$ cat config.mk
export PLATFORM = sky130hd
export DESIGN_NAME = fd_grad_requester
export DESIGN_NICKNAME = d
export VERILOG_FILES = /design/src/rtl/fd_grad_pkg.sv /design/src/rtl/fd_sat_shift.sv /design/src/rtl/fd_grad_requester.sv
export SDC_FILE = /design/constraint.sdc
export NUM_CORES = 1
export LEC_CHECK = 0
export BUFFER_PORTS_ARGS = -buffer_cell sky130_fd_sc_hd__buf_2
export CORE_MARGIN = 2
export CORE_UTILIZATION = 55
export CTS_BUF_LIST = sky130_fd_sc_hd__clkbuf_4 sky130_fd_sc_hd__clkbuf_8
export CTS_CLUSTER_SIZE = 25
export DETAILED_ROUTE_END_ITERATION = 10
export GPL_ROUTABILITY_DRIVEN = 0
export HOLD_SLACK_MARGIN = 0.05
export PLACE_DENSITY_LB_ADDON = 0.1
export SETUP_SLACK_MARGIN = 0.05
export SLEW_MARGIN = 20
export SYNTH_ARGS = -nofsm -noshare
export SYNTH_HDL_FRONTEND = slang
export SYNTH_SLANG_ARGS = --single-unit
$ cat constraint.sdc
create_clock -name clk -period 5.8 [get_ports clk]
set_clock_uncertainty 0.2 [all_clocks]
set_input_delay 0.87 -clock clk [delete_from_list [all_inputs] [get_ports clk]]
set_output_delay 0.87 -clock clk [all_outputs]
set_load 0.005 [all_outputs]
$ cat src/rtl/fd_grad_pkg.sv
// Shared types and constants for the forward-difference gradient requester.
// Operands are Q8.8, evaluator results and gradients are Q24.8.
package fd_grad_pkg;
  localparam int Q88_W  = 16;
  localparam int Q248_W = 32;

  localparam logic [Q88_W-1:0]  Q88_MAX = 16'h7FFF;
  localparam logic [Q248_W-1:0] SAT_MAX = 32'h7FFF_FFFF;
  localparam logic [Q248_W-1:0] SAT_MIN = 32'h8000_0000;

  typedef enum logic [2:0] {
    S_IDLE, S_SETUP, S_ISSUE, S_RELEASE, S_CALC, S_DONE, S_ABORT
  } state_e;

  // Index 0..3 = a, b, c, d
  typedef logic [3:0][Q88_W-1:0] q88_vec_t;

  typedef struct packed {
    q88_vec_t ops;
    logic     sat;
  } perturb_t;

  // Operand set for evaluation idx: idx 1..4 nudges one coordinate by +step.
  // The step is positive, so only the positive rail can be crossed.
  function automatic perturb_t perturb(input q88_vec_t p, input logic [2:0] idx,
                                       input logic [Q88_W-1:0] step);
    perturb_t r;
    logic [Q88_W-1:0] s;
    r.ops = p;
    r.sat = 1'b0;
    for (int i = 0; i < 4; i++) begin
      s = p[i] + step;
      if (idx == 3'(i + 1)) begin
        if (!p[i][Q88_W-1] && s[Q88_W-1]) begin
          r.ops[i] = Q88_MAX;
          r.sat    = 1'b1;
        end else begin
          r.ops[i] = s;
        end
      end
    end
    return r;
  endfunction
endpackage

$ cat src/rtl/fd_sat_shift.sv
// (fi - f0) <<< SHIFT with saturation to signed 32 bits.
// The difference is formed at 33 bits so it can never wrap before the shift.
module fd_sat_shift
  import fd_grad_pkg::*;
#(
  parameter int SHIFT = 4
) (
  input  logic [Q248_W-1:0] fi_i,
  input  logic [Q248_W-1:0] f0_i,
  output logic [Q248_W-1:0] grad_o,
  output logic              ovf_o
);
  localparam int XW = Q248_W + 1 + SHIFT;

  logic signed [Q248_W:0]  diff;
  logic signed [XW-1:0]    ext;
  logic signed [XW-1:0]    shf;
  logic [XW-Q248_W:0]      top;

  assign diff = $signed({fi_i[Q248_W-1], fi_i}) - $signed({f0_i[Q248_W-1], f0_i});
  assign ext  = diff;
  assign shf  = ext <<< SHIFT;
  // Fits in 32 bits only if everything above bit 30 is a copy of the sign
  assign top  = shf[XW-1:Q248_W-1];
  assign ovf_o = !((&top) || !(|top));
  assign grad_o = !ovf_o ? shf[Q248_W-1:0] : (shf[XW-1] ? SAT_MIN : SAT_MAX);
endmodule

$ cat src/rtl/fd_grad_requester.sv
// Drives five evaluator transactions (f(p), then p + h*e_i for a..d) and
// produces the forward-difference gradient in Q24.8.
module fd_grad_requester
  import fd_grad_pkg::*;
#(
  parameter int H_SHIFT = 4,
  parameter int TIMEOUT = 64
) (
  input  logic              clk,
  input  logic              rst,
  input  logic              start,
  input  logic [Q88_W-1:0]  a_in,
  input  logic [Q88_W-1:0]  b_in,
  input  logic [Q88_W-1:0]  c_in,
  input  logic [Q88_W-1:0]  d_in,
  output logic              busy,
  output logic              done,
  output logic [Q248_W-1:0] f0_out,
  output logic [Q248_W-1:0] grad_a,
  output logic [Q248_W-1:0] grad_b,
  output logic [Q248_W-1:0] grad_c,
  output logic [Q248_W-1:0] grad_d,
  output logic              coord_sat,
  output logic              grad_ovf,
  output logic              err,
  output logic              eval_start,
  output logic [Q88_W-1:0]  eval_a,
  output logic [Q88_W-1:0]  eval_b,
  output logic [Q88_W-1:0]  eval_c,
  output logic [Q88_W-1:0]  eval_d,
  input  logic [Q248_W-1:0] eval_z,
  input  logic              eval_done
);
  localparam logic [Q88_W-1:0] STEP     = Q88_W'(1) << (8 - H_SHIFT);
  localparam int               TW       = $clog2(TIMEOUT + 1);
  localparam logic [TW-1:0]    TMO_LAST = TW'(TIMEOUT - 1);

  state_e                   state_q;
  logic [2:0]               idx_q;
  logic [TW-1:0]            tmo_q;
  q88_vec_t                 pt_q, ops_q;
  logic [4:0][Q248_W-1:0]   f_q;
  logic [3:0][Q248_W-1:0]   grad_q, grad_w;
  logic [3:0]               ovf_w;
  logic [Q248_W-1:0]        f0_q;
  logic                     start_q, busy_q, done_q, err_q, csat_q, govf_q;
  perturb_t                 nxt;
  logic                     tmo_hit;

  assign nxt     = perturb(pt_q, idx_q + 3'd1, STEP);
  assign tmo_hit = (tmo_q == TMO_LAST) &&
                   ((state_q == S_ISSUE && !eval_done) || (state_q == S_RELEASE && eval_done));

  for (genvar g = 0; g < 4; g++) begin : g_sat
    fd_sat_shift #(.SHIFT(H_SHIFT)) u_sat (
      .fi_i  (f_q[g+1]),
      .f0_i  (f_q[0]),
      .grad_o(grad_w[g]),
      .ovf_o (ovf_w[g])
    );
  end

  always_ff @(posedge clk) begin
    if (rst) begin
      state_q <= S_IDLE;
      idx_q   <= '0;
      tmo_q   <= '0;
      pt_q    <= '0;
      ops_q   <= '0;
      f_q     <= '0;
      grad_q  <= '0;
      f0_q    <= '0;
      start_q <= 1'b0;
      busy_q  <= 1'b0;
      done_q  <= 1'b0;
      err_q   <= 1'b0;
      csat_q  <= 1'b0;
      govf_q  <= 1'b0;
    end else begin
      done_q <= 1'b0;
      case (state_q)
        S_IDLE: if (start) begin
          pt_q    <= {d_in, c_in, b_in, a_in};
          ops_q   <= {d_in, c_in, b_in, a_in};
          idx_q   <= '0;
          busy_q  <= 1'b1;
          err_q   <= 1'b0;
          csat_q  <= 1'b0;
          govf_q  <= 1'b0;
          state_q <= S_SETUP;
        end
        S_SETUP: begin
          start_q <= 1'b1;
          tmo_q   <= '0;
          state_q <= S_ISSUE;
        end
        S_ISSUE: if (eval_done) begin
          f_q[idx_q] <= eval_z;
          start_q    <= 1'b0;
          tmo_q      <= '0;
          state_q    <= S_RELEASE;
        end else begin
          tmo_q <= tmo_q + 1'b1;
        end
        // Next operands are loaded while the port is idle so they are
        // already settled a full cycle before start_func rises.
        S_RELEASE: if (!eval_done) begin
          if (idx_q == 3'd4) begin
            state_q <= S_CALC;
          end else begin
            idx_q   <= idx_q + 3'd1;
            ops_q   <= nxt.ops;
            csat_q  <= csat_q | nxt.sat;
            state_q <= S_SETUP;
          end
        end else begin
          tmo_q <= tmo_q + 1'b1;
        end
        S_CALC: begin
          f0_q    <= f_q[0];
          grad_q  <= grad_w;
          govf_q  <= |ovf_w;
          done_q  <= 1'b1;
          busy_q  <= 1'b0;
          state_q <= S_DONE;
        end
        S_DONE:  state_q <= S_IDLE;
        S_ABORT: state_q <= S_IDLE;
        default: state_q <= S_IDLE;
      endcase
      if (tmo_hit) begin
        start_q <= 1'b0;
        err_q   <= 1'b1;
        done_q  <= 1'b1;
        busy_q  <= 1'b0;
        grad_q  <= '0;
        f0_q    <= '0;
        state_q <= S_ABORT;
      end
    end
  end

  assign busy       = busy_q;
  assign done       = done_q;
  assign f0_out     = f0_q;
  assign grad_a     = grad_q[0];
  assign grad_b     = grad_q[1];
  assign grad_c     = grad_q[2];
  assign grad_d     = grad_q[3];
  assign coord_sat  = csat_q;
  assign grad_ovf   = govf_q;
  assign err        = err_q;
  assign eval_start = start_q;
  assign eval_a     = ops_q[0];
  assign eval_b     = ops_q[1];
  assign eval_c     = ops_q[2];
  assign eval_d     = ops_q[3];
endmodule

==> flow_metrics.env, run 1 <==
export IMPL_synth_top_area_share_pct=36.5
export IMPL_multi_input_area_mm2=0.0145
export IMPL_hold_class="in -> reg"
export IMPL_clkTransAtPathRegs_ps=60
export IMPL_via_per_inst=6.06
export IMPL_syn_nets=3500
export IMPL_grt_pass1_vias=23400
export IMPL_finalCritPeriodShare_pct=82.1
export IMPL_hpwlAfterDp_um=58700
export IMPL_clkSinkCount=455
export IMPL_whs_ps=248
export IMPL_grt_antenna_before_repair=6
export IMPL_pre_cts_ws_ps=1160
export IMPL_num_fill_cells=4036
export IMPL_yosysSeqAreaShare_pct=36.5
export IMPL_finalWorstSetupSlack_ps=1040
export IMPL_clock_fmax_mhz=210
export IMPL_endpoint_kind="flip-flop"
export IMPL_drv_cap=0
export IMPL_power_density_mw_per_mm2=285
export IMPL_clk_latency_ps=690
export IMPL_portBuffers=329
export IMPL_htree_levels=3
export IMPL_cts_setup_buffers=0
export IMPL_cts_resized=0
export IMPL_utilization_pct=63.4
export IMPL_rsz0062_at_grt="no"
export IMPL_cpMaxStageDelayCell="a2111oi_1"
export IMPL_wirelength_um=82800
export IMPL_numCtsBuffers=76
export IMPL_yosysTopAreaCell="dfxtp_1"
export IMPL_ir_drop_v=0.000204
export IMPL_synthArstFlopShare_pct=0
export IMPL_critPathMaxFanout=13
export IMPL_cts_hold_buf=0
export IMPL_finalMaxSlewViolations=0
export IMPL_clock_power_share_pct=40.4
export IMPL_syn_inst=3257
export IMPL_via_count=25000
export IMPL_period_needed_ps=4760
export IMPL_path_cells="ha_1, fa_1, nand2b_1, a21o_1, a2111oi_1, o21ai_0, a21oi_1, a221o_1, o22ai_1, nor4_1, a2bb2o_1, buf_4, a31oi_1, nor2_1"
export IMPL_antenna_left=0
export IMPL_criticalPathCategory="reg -> reg"
export IMPL_die_area_mm2=0.0470
export IMPL_layout_drive_gt1_share_pct=16.1
export IMPL_num_io_pins=330
export IMPL_tightestPinTransition_ps=1100
export IMPL_cts_tree="done"
export IMPL_seqCellArea_mm2=0.00911
export IMPL_yosys_cell_types_count=95
export IMPL_start_util_pct=56.0
export IMPL_grt_max_degree=122
export IMPL_synth_area_leaders="dfxtp_1 (37%), nand2_1 (11%), a21oi_1 (11%), ha_1 (7.0%), o21ai_0 (3.7%)"
export IMPL_p_seq_share_pct=40.7
export IMPL_placed_cell_area_mm2=0.0265
export IMPL_dieWidth_um=217
export IMPL_cts_max_path_buffers=3
export IMPL_swShare_pct=29.9
export IMPL_status="completed"
export IMPL_dominantRegCellSynth="dfxtp_1"
export IMPL_coreArea_mm2=0.0445
export IMPL_power_leakage_nw=11.9
export IMPL_grt_usage_pct=34.4
export IMPL_die_h_um=217
export IMPL_cpPeakStageDelay_ps=620
export IMPL_setup_worst_path_start_class="flip-flop"
export IMPL_drt_iter0_drc=2077
export IMPL_p_comb_share_pct=18.9
export IMPL_syn_area_mm2=0.0249
export IMPL_area_delta_synth_final_pct=13.3
export IMPL_synth_warnings=0
export IMPL_dr_pass1_iters=5
export IMPL_setup_tns_ps=0
export IMPL_ys_ff_latch=455
export IMPL_drc=0
export IMPL_p_sw_mw=2.41
export IMPL_fin_area_mm2=0.0282
export IMPL_wl_per_cell_um=20.1
export IMPL_nets=3717
export IMPL_root_buffer="clkbuf_8"
export IMPL_fp_row_count=77
export IMPL_worst_ep_required_time_ps=6180
export IMPL_grt_overflow_total=0
export IMPL_slew_limit_headroom_pct=26.9
export IMPL_grt_pass1_wl_um=129000
export IMPL_hold_violations=0
export IMPL_cp_arrival_ps=5150
export IMPL_p_int_mw=5.64
export IMPL_avgSynthCellArea_um2=7.65
export IMPL_setup_violations_final=0
export IMPL_synth_edf_count=0
-- cells by family after synthesis --
| logic type | synth area share, % |
|---|---|
| flip-flops | 36.5 |
| AND/OR/NAND/NOR | 20.4 |
| XOR/XNOR | 4.95 |
| AO/OA/AOI/OAI | 25.0 |
| multiplexers | 0.341 |
| adder cells (fa/ha/maj) | 7.30 |
| buffers and inverters | 5.38 |
-- layout make-up --
type / instances / share of cell area, %
Antenna cell: 6 / 0.0532
Clock buffer: 109 / 4.94
Clock inverter: 26 / 1.14
Inverter: 72 / 0.957
Multi-Input combinational cell: 2512 / 51.4
Sequential cell: 455 / 32.3
Tap cell: 592 / 2.62
Timing Repair Buffer: 357 / 6.61
-- per-stage QoR --
stage,std cells,total power [mW]
after floorplan,3257,4.39
after global placement,3988,4.80
after detailed placement,3988,4.82
after CTS,4123,8.05
after global routing,4123,8.36
final,4129,8.04
-- cell usage in the layout, fill, tap and decap left out, types with 8 or more instances in the layout --
cell type  netlist  final
a211oi_1        18     18
a21o_1          41     41
a21oi_1        530    530
a21oi_2         18     18
a221oi_1        11     11
a311oi_1        17     17
a31oi_1         23     23
and2_1          19     18
and3_1          29     28
buf_2           20    328
buf_4           19     28
clkbuf_4         0     17
clkbuf_8         4     93
clkinv_2         0     12
dfxtp_1        455    455
ha_1           139    139
inv_1           72     72
nand2_1        744    742
nand2b_1        21     21
nand3_1         53     52
nand3b_1         8      8
nand4_1         43     43
nor2_1         164    160
nor2b_1         17     17
nor3_1          29     27
o2111ai_1        8      8
o211ai_1        21     21
o21a_1          20     20
o21ai_0        182    182
o21ai_1         19     19
o21bai_1        15     15
o221ai_1        38     38
or2_2            9      9
or3_1           13     13
xnor2_1         75     75
xor2_1          66     66
-- power groups by stage --
stage	combinational [mW]	sequential [mW]	clock, mW
6_report	1.52	3.28	3.25
5_1_grt	1.65	3.29	3.43
4_1_cts	1.49	3.28	3.28
3_5_place_dp	1.48	3.34	0
3_3_place_gp	1.46	3.34	0
2_1_floorplan	1.06	3.33	0
-- worst max-delay path: cells and delay by family (launching register included) --
| family | cells | cell delay, ps |
|---|---|---|
| AOI/OAI and AO/OA | 8 | 2470 |
| buffers and inverters | 1 | 300 |
| and+or+nand+nor | 3 | 580 |
| adders and majority gates | 2 | 710 |
| DFF | 1 | 410 |
-- sequential cells by signal (all words and copies together) (netlist names) --
name        cells
busy            1
coord_sat       1
done            1
err             1
eval_a         16
eval_b         16
eval_c         16
eval_d         16
eval_start      1
f0_out         32
f_q           160
grad_a         29
grad_b         29
grad_c         29
grad_d         29
grad_ovf        1
idx_q           3
pt_q           64
state_q         3
tmo_q           7
-- synth_stat cells, types with 15 or more instances --
master,number
nand4_1,43
ha_1,139
a31oi_1,23
buf_2,20
xnor2_1,75
o221ai_1,38
o211ai_1,21
and2_1,19
nor2b_1,17
nand2b_1,21
and3_1,29
o21a_1,20
o21bai_1,15
inv_1,72
a311oi_1,17
a21o_1,41
o21ai_1,19
nor3_1,29
dfxtp_1,455
a21oi_2,18
xor2_1,66
a21oi_1,530
o21ai_0,182
a211oi_1,18
nand3_1,53
buf_4,19
nand2_1,744
nor2_1,164
clkbuf_1,157
-- final timing paths --
kind,start,to,slack [ps],depth (start not counted)
min reg2reg,eval_b[9],eval_b[9],250,2
min,d_in[14],pt_q[62],250,3
max reg2reg,f_q[0],grad_c[6],1040,14
max,f_q[0],grad_c[6],1040,14
-- per-layer routing --
metal  vias up  track usage, %  wire length [um]
li1      11800               -                 -
met1     12000            43.1             33900
met2      1037            56.4             38000
met3       206            7.46              7140
met4         8            16.2              3720
met5         -               0                48
(Power assumes the default switching activity.)
==> run 2, diff against run 1 <==
--- a/config.mk
+++ b/config.mk
@@ -5,6 +5,7 @@
 export SDC_FILE = /design/constraint.sdc
 export NUM_CORES = 1
 export LEC_CHECK = 0
+export ABC_AREA = 1
 export BUFFER_PORTS_ARGS = -buffer_cell sky130_fd_sc_hd__buf_2
 export CORE_MARGIN = 2
 export CORE_UTILIZATION = 55
==> constraint.sdc (replaced) <==
create_clock -name clk -period 4.4 [get_ports clk]
set_clock_uncertainty 0.2 [all_clocks]
set_input_delay 0.66 -clock clk [delete_from_list [all_inputs] [get_ports clk]]
set_output_delay 0.66 -clock clk [all_outputs]
set_load 0.005 [all_outputs]
==> flow_metrics.env, run 2 <==
export IMPL_finalCritPeriodShare_pct=79.1
export IMPL_wl_per_cell_um=16.7
export IMPL_critPathMaxFanout=28
export IMPL_die_area_mm2=0.0532
export IMPL_critPathCapture="grad_ovf"
export IMPL_num_fill_cells=4985
export IMPL_dp_cells=5232
export IMPL_antenna_left=0
export IMPL_endpoint_kind="flip-flop"
export IMPL_cts_resized=0
export IMPL_cpPeakStageDelay_ps=590
export IMPL_grt_pass1_wl_um=140000
export IMPL_cts_max_path_buffers=3
export IMPL_hpwlAfterDp_um=64300
export IMPL_fp_row_count=83
export IMPL_seqCellArea_mm2=0.00911
export IMPL_period_needed_ps=3480
export IMPL_synth_top_area_share_pct=32.3
export IMPL_via_count=28600
export IMPL_rr_startpoint="f_q[1]"
export IMPL_ys_ff_latch=455
export IMPL_nets=4910
export IMPL_synth_edf_count=0
export IMPL_grt_usage_pct=33.2
export IMPL_setup_worst_path_start_class="flip-flop"
export IMPL_path_depth=17
export IMPL_finalMaxSlewViolations=0
export IMPL_root_buffer="clkbuf_8"
export IMPL_power_density_mw_per_mm2=723
export IMPL_setup_violations_final=0
export IMPL_synth_warnings=0
export IMPL_syn_nets=4611
export IMPL_yosysTopAreaCell="dfxtp_1"
export IMPL_cp_common_cell="nand2_1"
export IMPL_num_io_pins=330
export IMPL_syn_area_mm2=0.0282
export IMPL_drt_iter0_drc=2436
export IMPL_utilization_pct=63.1
export IMPL_cts_tree="done"
export IMPL_clk_latency_ps=700
export IMPL_multi_input_area_mm2=0.0158
export IMPL_grt_overflow_total=0
export IMPL_drv_cap=0
export IMPL_numCtsBuffers=78
export IMPL_coreArea_mm2=0.0510
export IMPL_crit_family="simple AND/OR/NAND/NOR gates"
export IMPL_hold_violations=0
export IMPL_largest_register_ffs=160
export IMPL_drc=0
export IMPL_cp_arrival_ps=3860
export IMPL_syn_inst=4368
export IMPL_dominantRegCellSynth="dfxtp_1"
export IMPL_worst_ep_required_time_ps=4780
export IMPL_wirelength_um=90100
export IMPL_slew_limit_headroom_pct=28.3
export IMPL_grt_pass1_vias=26500
export IMPL_start_util_pct=55.4
export IMPL_htree_levels=3
export IMPL_synthMostInstantiatedCell="nand2_1"
export IMPL_rrSetupSlack_ps=920
export IMPL_criticalPathCategory="reg -> reg"
export IMPL_tightestPinTransition_ps=1070
export IMPL_avgSynthCellArea_um2=6.47
export IMPL_layout_drive_gt1_share_pct=13.2
export IMPL_fin_cells=5409
export IMPL_synth_commonest_cells="nand2_1 (1205), inv_1 (623), nor2_1 (508), dfxtp_1 (455), nand3_1 (295)"
export IMPL_ir_drop_v=0.000528
export IMPL_yosysSeqAreaShare_pct=32.3
export IMPL_dr_pass1_iters=7
export IMPL_cpMaxStageDelayCell="dfxtp_1"
export IMPL_reg2reg_depth=17
export IMPL_cts_setup_buffers=0
export IMPL_cp_buffers_inverters=1
export IMPL_dieWidth_um=231
export IMPL_synthArstFlopShare_pct=0
export IMPL_grt_antenna_before_repair=9
export IMPL_clkSinkCount=455
export IMPL_worstReg2RegEnd="grad_ovf"
export IMPL_area_delta_synth_final_pct=14.0
export IMPL_layout_commonest_cell="nand2_1"
export IMPL_placed_cell_area_mm2=0.0301
export IMPL_setup_tns_ps=0
export IMPL_startpoint="f_q[1]"
export IMPL_final_cell_mix="nand2_1 (1205), inv_1 (622), nor2_1 (507), dfxtp_1 (455), buf_2 (329)"
export IMPL_synth_area_leaders="dfxtp_1 (32%), nand2_1 (16%), inv_1 (8.3%), nor2_1 (6.8%), ha_1 (6.2%)"
export IMPL_hold_class="in -> reg"
export IMPL_clock_fmax_mhz=287
export IMPL_power_leakage_nw=17.2
export IMPL_whs_ps=79.0
export IMPL_rsz0062_at_grt="no"
export IMPL_path_cells="inv_1, ha_1, a21oi_1, nand2_1, nand2_1, nand2_1, nand2_1, nand2_2, nand2_1, nand2_1, nand2_1, nand2_1, nor2_1, nand3_2, nand2_4, nand3_2, o21a_1"
export IMPL_regMostFlops="f_q"
export IMPL_clkTransAtPathRegs_ps=60
export IMPL_portBuffers=329
export IMPL_status="completed"
export IMPL_fin_area_mm2=0.0322
export IMPL_via_per_inst=5.28
export IMPL_yosys_cell_types_count=60
export IMPL_grt_max_degree=150
export IMPL_die_h_um=231
run 2: changes by cell type after synthesis, sizes merged, moves of 30 or more:
cell and delta:
a21o -37, nand2 +497, xor2 +32, o21ai +46
inv +563, and3 -30, xnor2 -43, clkbuf -63
nand3 +272, nor2 +367, a21oi -301
run 2: how the worst min path moves through the flow:
stage / from / end / slack (ps) / cells past startpoint
global placement: coord_sat / coord_sat / 240 / 2
global route: a_in[10] / pt_q[10] / 70 / 3
floorplan: pt_q[16] / pt_q[16] / 230 / 2
finish: d_in[8] / pt_q[56] / 80 / 3
detailed placement: coord_sat / coord_sat / 240 / 2
CTS: b_in[1] / pt_q[17] / 50 / 3
run 2: where the power goes:
part | internal (mW) | leakage [nW] | switching (mW) | total, mW
clock | 2.44 | 0.919 | 1.83 | 4.28
sequential | 4.81 | 3.70 | 0.460 | 5.27
combinational | 4.36 | 12.6 | 9.35 | 13.7
run 2: final cells by class:
type	instances	share of cell area [%]
Multi-Input combinational cell	3103	49.2
Sequential cell	455	28.3
Inverter	642	7.51
Timing Repair Buffer	387	6.91
Clock buffer	124	4.74
Tap cell	680	2.64
Clock inverter	15	0.638
Antenna cell	3	0.0233
run 2: per-stage QoR:
stage,worst slack [ps],total power [mW]
2_1_floorplan,1700,15.9
3_3_place_gp,1060,18.8
3_5_place_dp,1040,18.8
4_1_cts,1010,23.1
5_1_grt,630,25.1
6_report,918,23.3
run 2: metal layers:
metal | part of all wire (%) | track usage [%]
met1 | 42 | 41.5
met2 | 45 | 54.4
met3 | 8.8 | 8.36
met4 | 4.3 | 14.2
met5 | 0.078 | 0
run 2: cells by family (layout without fill, tap and decap cells):
kind of cell,after synthesis,count (layout),synth area share [%]
AO/OA/AOI/OAI,627,627,12.3
XOR/XNOR,130,130,4.03
adder cells (fa/ha/maj),143,143,6.44
buffers and inverters,810,1168,11.7
flip-flops,455,455,32.3
multiplexers,1,1,0.0354
other,0,3,0
AND/OR/NAND/NOR,2202,2202,33.2
run 2: repair_timing:
| action | CTS | global route |
|---|---|---|
| endpoints found under the setup margin | 0 | 0 |
| hold buffers | 35 | 0 |
| endpoints found under the hold margin | 40 | 0 |
run 2: worst min-delay path, delay by kind of cell:
family | cells | cell delay [ps]
buf+inv | 1 | 90
compound gates | 2 | 180
